## src/rtl/rv_decode_stage.sv

```systemverilog
// RV32I/F instruction decode stage: format classification, register/tag extraction and
// immediate assembly, buffered in a 2-entry FIFO. Define RV_FP_DECODE_EN to decode F-extension opcodes.
module rv_decode_stage #(
    parameter int XLEN  = 32,
    parameter int CNT_W = 16
) (
    input  logic             clk,
    input  logic             rst_n,
    input  logic             flush,
    input  logic             in_valid,
    output logic             in_ready,
    input  logic [31:0]      in_instr,
    input  logic [XLEN-1:0]  in_pc,
    output logic             out_valid,
    input  logic             out_ready,
    output logic [XLEN-1:0]  out_pc,
    output logic [6:0]       out_op,
    output logic [2:0]       out_fmt,
    output logic [2:0]       out_funct3,
    output logic [6:0]       out_funct7,
    output logic [1:0]       out_funct2,
    output logic [4:0]       out_rs1,
    output logic [4:0]       out_rs2,
    output logic [4:0]       out_rs3,
    output logic [4:0]       out_rd,
    output logic             out_rs1_fp,
    output logic             out_rs2_fp,
    output logic             out_rs3_fp,
    output logic             out_rd_fp,
    output logic [XLEN-1:0]  out_imm,
    output logic             out_illegal,
    output logic [CNT_W-1:0] illegal_cnt
);

    typedef enum logic [2:0] {
        FMT_R   = 3'd0,
        FMT_I   = 3'd1,
        FMT_S   = 3'd2,
        FMT_B   = 3'd3,
        FMT_U   = 3'd4,
        FMT_J   = 3'd5,
        FMT_R4  = 3'd6,
        FMT_ILL = 3'd7
    } fmt_e;

    typedef struct packed {
        logic [XLEN-1:0] pc;
        logic [6:0]      op;
        fmt_e            fmt;
        logic [2:0]      funct3;
        logic [6:0]      funct7;
        logic [1:0]      funct2;
        logic [4:0]      rs1;
        logic [4:0]      rs2;
        logic [4:0]      rs3;
        logic [4:0]      rd;
        logic            rs1_fp;
        logic            rs2_fp;
        logic            rs3_fp;
        logic            rd_fp;
        logic [XLEN-1:0] imm;
    } dec_t;

    fmt_e               w_fmt;
    logic               w_rs1_fp;
    logic               w_rs2_fp;
    logic               w_rs3_fp;
    logic               w_rd_fp;
    logic signed [31:0] w_imm32;
    dec_t               w_dec;
    dec_t               w_head;
    logic               w_push;
    logic               w_pop;

    logic [1:0]         r_count;
    logic               r_wr_ptr;
    logic               r_rd_ptr;
    logic [CNT_W-1:0]   r_illegal_cnt;
    dec_t               r_mem [2];

    // Every listed opcode ends in 2'b11, so a bad i[1:0] always lands in the illegal default.
    // NOTE: every combinational output gets a default before the case so no path can infer a latch.
    always_comb begin
        w_fmt    = FMT_ILL;
        w_rs1_fp = 1'b0;
        w_rs2_fp = 1'b0;
        w_rs3_fp = 1'b0;
        w_rd_fp  = 1'b0;
        case (in_instr[6:0])
            7'b0110011:                         w_fmt = FMT_R;
            7'b0000011, 7'b0010011, 7'b1100111: w_fmt = FMT_I;
            7'b0100011:                         w_fmt = FMT_S;
            7'b1100011:                         w_fmt = FMT_B;
            7'b0110111, 7'b0010111:             w_fmt = FMT_U;
            7'b1101111:                         w_fmt = FMT_J;
`ifdef RV_FP_DECODE_EN
            7'b0000111: begin
                w_fmt   = FMT_I;
                w_rd_fp = 1'b1;
            end
            7'b0100111: begin
                w_fmt    = FMT_S;
                w_rs2_fp = 1'b1;
            end
            7'b1010011: begin
                w_fmt    = FMT_R;
                w_rs1_fp = !(in_instr[31:25] inside {7'b1101000, 7'b1111000});
                w_rs2_fp = 1'b1;
                w_rd_fp  = !(in_instr[31:25] inside {7'b1010000, 7'b1100000, 7'b1110000});
            end
            7'b1000011, 7'b1000111, 7'b1001011, 7'b1001111: begin
                w_fmt    = FMT_R4;
                w_rs1_fp = 1'b1;
                w_rs2_fp = 1'b1;
                w_rs3_fp = 1'b1;
                w_rd_fp  = 1'b1;
            end
`else
            // FP opcodes fall into the illegal default and every *_fp tag stays 0.
`endif
            default:                            w_fmt = FMT_ILL;
        endcase
    end

    always_comb begin
        w_dec        = '0;
        w_imm32      = '0;
        w_dec.pc     = in_pc;
        w_dec.op     = in_instr[6:0];
        w_dec.fmt    = w_fmt;
        w_dec.rs1_fp = w_rs1_fp;
        w_dec.rs2_fp = w_rs2_fp;
        w_dec.rs3_fp = w_rs3_fp;
        w_dec.rd_fp  = w_rd_fp;
        case (w_fmt)
            FMT_R: begin
                w_dec.funct3 = in_instr[14:12];
                w_dec.funct7 = in_instr[31:25];
                w_dec.rs1    = in_instr[19:15];
                w_dec.rs2    = in_instr[24:20];
                w_dec.rd     = in_instr[11:7];
            end
            FMT_I: begin
                w_dec.funct3 = in_instr[14:12];
                w_dec.rs1    = in_instr[19:15];
                w_dec.rd     = in_instr[11:7];
                w_imm32      = {{20{in_instr[31]}}, in_instr[31:20]};
            end
            FMT_S: begin
                w_dec.funct3 = in_instr[14:12];
                w_dec.rs1    = in_instr[19:15];
                w_dec.rs2    = in_instr[24:20];
                w_imm32      = {{20{in_instr[31]}}, in_instr[31:25], in_instr[11:7]};
            end
            FMT_B: begin
                w_dec.funct3 = in_instr[14:12];
                w_dec.rs1    = in_instr[19:15];
                w_dec.rs2    = in_instr[24:20];
                w_imm32      = {{20{in_instr[31]}}, in_instr[7], in_instr[30:25],
                                in_instr[11:8], 1'b0};
            end
            FMT_U: begin
                w_dec.rd = in_instr[11:7];
                w_imm32  = {in_instr[31:12], 12'b0};
            end
            FMT_J: begin
                w_dec.rd = in_instr[11:7];
                w_imm32  = {{12{in_instr[31]}}, in_instr[19:12], in_instr[20],
                            in_instr[30:21], 1'b0};
            end
            FMT_R4: begin
                w_dec.funct3 = in_instr[14:12];
                w_dec.funct2 = in_instr[26:25];
                w_dec.rs1    = in_instr[19:15];
                w_dec.rs2    = in_instr[24:20];
                w_dec.rs3    = in_instr[31:27];
                w_dec.rd     = in_instr[11:7];
            end
            default: ;
        endcase
        // Signed 32-bit source, so the width cast sign-extends for XLEN=64.
        w_dec.imm = XLEN'(w_imm32);
    end

    assign in_ready  = (r_count != 2'd2) & rst_n;
    assign out_valid = (r_count != 2'd0);
    assign w_push    = in_valid & in_ready;
    assign w_pop     = out_valid & out_ready;

    // NOTE: sequential state uses non-blocking assignments so all registers see pre-edge values.
    always_ff @(posedge clk) begin
        if (!rst_n) begin
            r_count       <= 2'd0;
            r_wr_ptr      <= 1'b0;
            r_rd_ptr      <= 1'b0;
            r_illegal_cnt <= '0;
        end else if (flush) begin
            r_count  <= 2'd0;
            r_wr_ptr <= 1'b0;
            r_rd_ptr <= 1'b0;
        end else begin
            if (w_push) r_wr_ptr <= ~r_wr_ptr;
            if (w_pop)  r_rd_ptr <= ~r_rd_ptr;
            case ({w_push, w_pop})
                2'b10:   r_count <= r_count + 2'd1;
                2'b01:   r_count <= r_count - 2'd1;
                default: r_count <= r_count;
            endcase
            if (w_pop && (w_head.fmt == FMT_ILL) && (r_illegal_cnt != '1))
                r_illegal_cnt <= r_illegal_cnt + 1'b1;
        end
    end

    // NOTE: the storage array is deliberately not reset; outputs are masked to 0 while empty instead.
    always_ff @(posedge clk) begin
        if (w_push) r_mem[r_wr_ptr] <= w_dec;
    end

    assign w_head = out_valid ? r_mem[r_rd_ptr] : '0;

    assign out_pc      = w_head.pc;
    assign out_op      = w_head.op;
    assign out_fmt     = w_head.fmt;
    assign out_funct3  = w_head.funct3;
    assign out_funct7  = w_head.funct7;
    assign out_funct2  = w_head.funct2;
    assign out_rs1     = w_head.rs1;
    assign out_rs2     = w_head.rs2;
    assign out_rs3     = w_head.rs3;
    assign out_rd      = w_head.rd;
    assign out_rs1_fp  = w_head.rs1_fp;
    assign out_rs2_fp  = w_head.rs2_fp;
    assign out_rs3_fp  = w_head.rs3_fp;
    assign out_rd_fp   = w_head.rd_fp;
    assign out_imm     = w_head.imm;
    assign out_illegal = out_valid & (w_head.fmt == FMT_ILL);
    assign illegal_cnt = r_illegal_cnt;

endmodule

```

## config.mk

```make
export PLATFORM = sky130hd
export DESIGN_NAME = rv_decode_stage
export DESIGN_NICKNAME = d
export VERILOG_FILES = /design/src/rtl/rv_decode_stage.sv
export SDC_FILE = /design/constraint.sdc
export NUM_CORES = 1
export LEC_CHECK = 0
export BUFFER_PORTS_ARGS = -buffer_cell sky130_fd_sc_hd__clkbuf_2
export CAP_MARGIN = 20
export CORE_ASPECT_RATIO = 1.25
export CORE_MARGIN = 5
export CORE_UTILIZATION = 45
export CTS_BUF_LIST = sky130_fd_sc_hd__clkbuf_4
export CTS_CLUSTER_DIAMETER = 30
export CTS_CLUSTER_SIZE = 12
export DETAILED_ROUTE_END_ITERATION = 10
export GPL_TIMING_DRIVEN = 0
export PLACE_DENSITY = 0.7
export SKIP_CTS_REPAIR_TIMING = 1
export SLEW_MARGIN = 25
export SYNTH_ARGS = -nofsm -noshare
export SYNTH_HDL_FRONTEND = slang
export SYNTH_SLANG_ARGS = --single-unit
export TNS_END_PERCENT = 100
```

## constraint.sdc

```tcl
create_clock -name clk -period 6.15 [get_ports clk]
set_input_delay 0.9225 -clock clk [delete_from_list [all_inputs] [get_ports clk]]
set_output_delay 0.9225 -clock clk [all_outputs]
set_load 0.01 [all_outputs]
```

Yosys cells after proc, flatten, opt, wreduce, memory -nomap -nowiden
Memory sizes are Yosys's and may differ from the RTL's. A register that Yosys moved wholly into a read port is not among the register bits.
Cells that the tools add are included.
Word-level totals
  input port bits: 69
  memories: 1
  memory bits (writable): 212
  register bits after elaboration: 20
  output and inout port bits: 129
  logic and storage cells: 63
Operators by class
  muxes and demuxes: 15
  bitwise gates (word level): 8
  reductions and logical operators: 12
  add/subtract/negate cells: 3
  equality and inequality tests: 20
Memories
  r_mem: words 2, bits a word 106, rd ports 1, clocked after Yosys merged registers in 1, write ports 1, RTL line 79  | dec_t r_mem [2];
Operator list (number)
  case mux 32 bit (5 select lines): 1
  2-to-1 mux 110 bit: 1
  equality test 7 x 6 -> 1 bit (second input constant): 3
  equality test 7 bit (second input constant): 3
  2-to-1 mux 5 bit: 4
  case mux 3 bit (6 select lines): 1
  adder 16 x 1 -> 16 bit (second input constant): 1
  inequality test 16 bit (second input constant): 1
  equality test 7 x 5 -> 1 bit (second input constant): 2
  equality test 3 bit (second input constant): 4
  OR reduction 5 bit: 2
  equality test 7 x 2 -> 1 bit (second input constant): 1
  2-to-1 mux 7 bit: 1
  equality test 3 x 2 -> 1 bit (second input constant): 2
  bitwise AND 1 bit: 4
  2-to-1 mux 1 bit: 4
  inverter 1 bit: 4
  case mux 2 bit (2 select lines): 1
  nonzero test 2 bit: 2
  OR reduction 2 bit: 2
  OR reduction 4 bit: 1
  equality test 3 x 1 -> 1 bit (second input constant): 1
  logical NOT 3 bit: 1
  2-to-1 mux 3 bit: 1
  9 further kinds: 10

Longest topological paths before layout
  word-level depth: 6
  gate-level depth with buffers: 8
  mapped depth without buffers: 7

Worst setup path after synthesis
No wires, ideal clock.
  kind: input to register
  start: in rst_n
  end: mem r_mem[0][0] (netlist name), enable pin
  required time: 5578 ps
  arrival time: 6176 ps
  path buffers: 1
  path slack: -599 ps
  library setup time: 572 ps
  stages on the path: 5
  path through: clkbuf_1 > inv_1 > a21oi_1 > nand2_1 > nor2_1
On the way
  longest elaborated chain between the ends: 4
Ends and longest elaborated chain
  start: declaration: RTL line 8  | input logic rst_n,
  bitwise AND 1 bit: RTL line 185  | assign in_ready = (r_count != 2'd2) & rst_n;
  net in_ready: RTL line 11  | output logic in_ready,
  bitwise AND 1 bit: RTL line 187  | assign w_push = in_valid & in_ready;
  2-to-1 mux 1 bit: RTL line 216  | if (w_push) r_mem[r_wr_ptr] <= w_dec;
  2-to-1 mux 1 bit (not written as such): RTL line 216
  end: declaration: RTL line 79
The timed path passes the listed nets, and every way through them passes these cells.

Final worst setup path
  start: reg r_count[0]
  end: out out_pc[21]
On the way
  longest elaborated chain between the ends: 2
Ends and longest elaborated chain
  start: declaration: RTL line 75  | logic [1:0] r_count;
  start signal: assignment: RTL line 205  | 2'b10: r_count <= r_count + 2'd1;
  start signal: assignment: RTL line 206  | 2'b01: r_count <= r_count - 2'd1;
  start signal: assignment: RTL line 207  | default: r_count <= r_count;
  nonzero test 2 bit: RTL line 186  | assign out_valid = (r_count != 2'd0);
  2-to-1 mux 110 bit: RTL line 219  | assign w_head = out_valid ? r_mem[r_rd_ptr] : '0;
  end: declaration: RTL line 16  | output logic [XLEN-1:0] out_pc,
No other way between the ends.

==> impl_metrics.json <==
{
  "antenna_found_initial": 2,
  "ys_ff_latch": 233,
  "grt_pass1_wl_mm": 34.13,
  "mostFrequentLayoutCells": "edfxtp_1 (212), clkbuf_2 (192), nor2_1 (127)",
  "drtIter0Drc": 400,
  "pre_cts_ws_ns": 2.818,
  "drc": 0,
  "ys_async_sr_fraction_pct": 0,
  "final_antenna_net_count": 0,
  "vias": 6274,
  "fp.dieH_um": 173.7,
  "dr.pass1.iters": 5,
  "grt_max_degree": 24,
  "max_freq_ghz": 0.2603,
  "power.leakage_nw": 4.522,
  "cts_tree": "yes",
  "tightest_slew_ns": 0.9950,
  "portBuffers": 192,
  "nNetsFinal": 1016,
  "clockBufferDepth": 3,
  "via_per_inst": 4.995,
  "layout.core_utilization_pct": 56.27,
  "rsz0062_at_grt": "no",
  "path_clk_slew_ns": 0.09,
  "coreArea_um2": 21320,
  "maxCapViolations": 0,
  "place_inst": 1180,
  "final.setup.tns_ns": 0,
  "dp_hpwl_mm": 15.89,
  "whs_path_depth": 1,
  "io_pins": 198,
  "ys_types": 45,
  "outcome": "complete, no violations",
  "synth_ff_type": "edfxtp_1",
  "yosysSeqAreaShare_pct": 70.35,
  "root_buffer": "clkbuf_4",
  "stdcell_count": 1256,
  "hold_slack_ns": 0.4864,
  "start_util_pct": 45.25,
  "synth_area_um2": 9647,
  "grt_pass1_vias": 6452,
  "num_rows": 60,
  "hold_violations": 0,
  "max-vdd-ir-drop_mv": 0.2004,
  "grt_remaining_overflow": 0,
  "synth-edff-count": 212,
  "clkSinkCount": 233,
  "maxSlewViolCount": 0,
  "drive_above_1_share_pct": 29.10,
  "cts_inserted_buffers": 42,
  "finalCritPeriodShare_pct": 62.47,
  "die_x_um": 141.0,
  "hp-class": "primary input to flip-flop",
  "setup_viol": 0,
  "track_usage_pct": 17.76,
  "worstPathMaxFanout": 10,
  "r2r.worst_path.cells": 6,
  "synthCells": 682,
  "start_kind": "flip-flop",
  "layout_setup_ws_ns": 2.308,
  "mostFrequentLayoutCell": "edfxtp_1",
  "htree_num_levels": 2,
  "required_ns": 5.23,
  "clock_latency_ns": 0.64,
  "path_class": "flip-flop to primary output",
  "fillCellCount": 1826,
  "slew_headroom_pct": 33.27,
  "final.setup_skew_ns": 0.05179,
  "arrival_ns": 2.92,
  "syn2layout_area_growth_pct": 24.36,
  "routed_wirelength_mm": 22.00,
  "place_congestion": 0.8191,
  "wl_per_cell_um": 17.51,
  "pwr_density_cell_nw_per_um2": 271.4,
  "die-area_um2": 24480,
  "min_period_ns": 3.842,
  "endpoint_kind": "primary output",
  "synth_area_per_cell_um2": 14.14,
  "synth_warnings": 0
}
[stage by stage]
stage	area (um2)	power (mW)
2_1_floorplan	9711	1.904
3_3_place_gp	11020	1.990
3_5_place_dp	11310	2.000
4_1_cts	11990	3.294
5_1_grt	12000	3.393
6_report	12000	3.255
[area by class of cell]
| type | count | area (um2) | area share (%) |
|---|---|---|---|
| repair buffers | 202 | 1229 | 10.24 |
| multi-input cells | 422 | 2760 | 23.01 |
| plain buffers | 35 | 150.1 | 1.252 |
| inverters | 9 | 33.78 | 0.2816 |
| clock inverters | 28 | 332.8 | 2.774 |
| flip-flops and latches | 233 | 6787 | 56.57 |
| clock buffers | 47 | 352.8 | 2.941 |
| well taps | 279 | 349.1 | 2.910 |
| diodes | 1 | 2.502 | 0.02086 |
[synth_stat cells (2+ instances only)]
library cell,n,area [um2]
buf_1,13,48.80
nand4_1,5,31.28
xor2_1,5,43.79
buf_2,3,15.01
xnor2_1,4,35.03
o2111ai_1,2,17.52
a211oi_1,2,15.01
dfxtp_1,21,420.4
and3_1,5,31.28
nor3_1,5,25.02
nand2_1,15,56.30
nor2_1,129,484.2
nand2b_1,6,37.54
or3_1,8,50.05
mux2i_1,109,1091
o21ai_0,9,45.04
and4_1,2,17.52
a22o_1,4,35.03
buf_4,4,30.03
a211o_1,2,17.52
a21o_1,20,150.1
and2_1,32,200.2
a21oi_1,12,60.06
inv_1,9,33.78
clkbuf_1,15,56.30
ha_1,2,25.02
nand3_1,10,50.05
edfxtp_1,212,6366
[metal layers]
metal | part of all wire (%) | vias to the layer above | GRT usage, %
li1 | - | 3033 | -
met1 | 39 | 2992 | 20.22
met2 | 52 | 203 | 32.03
met3 | 6.3 | 44 | 4.222
met4 | 2.7 | 2 | 6.826
met5 | 0.050 | - | 0
[kinds of logic after synthesis]
kind of cell / after synthesis / share of synthesized area [%]
compound gates: 60 / 4.475
xor+xnor: 9 / 0.8171
fa+ha+maj: 2 / 0.2594
buf+inv: 44 / 1.907
flops: 233 / 70.35
mux: 109 / 11.31
other cells: 1 / 0.03887
simple gates: 224 / 10.84
[flip-flops by register name, indices dropped and copies added, names as in the netlist, named ones only]
register / cells
r_count: 2
r_mem: 212
r_wr_ptr: 1
r_rd_ptr: 1
illegal_cnt: 16
[power breakdown]
group	internal (mW)	switching [mW]	total, mW
registers	1.76	0.00866	1.77
logic	0.0749	0.120	0.194
clock network	0.718	0.577	1.30
[critical path: stages, from the launching register on]
cell      delay (ns)
dfxtp_1         0.35
nor2_1          0.72
clkbuf_1        0.56
buf_1           0.45
nor2_1          0.10
clkbuf_2        0.15
[final timing paths]
kind,slack [ns],from,endpoint
worst min register to register,0.52,r_rd_ptr,flip-flop
worst min-delay path,0.49,in_pc[21],r_mem[0][95]
worst max-delay path,2.31,r_count[0],out_pc[21]
worst max register to register,3.77,r_count[0],r_count[1]
Note: power is estimated with default switching activity, not from simulation.
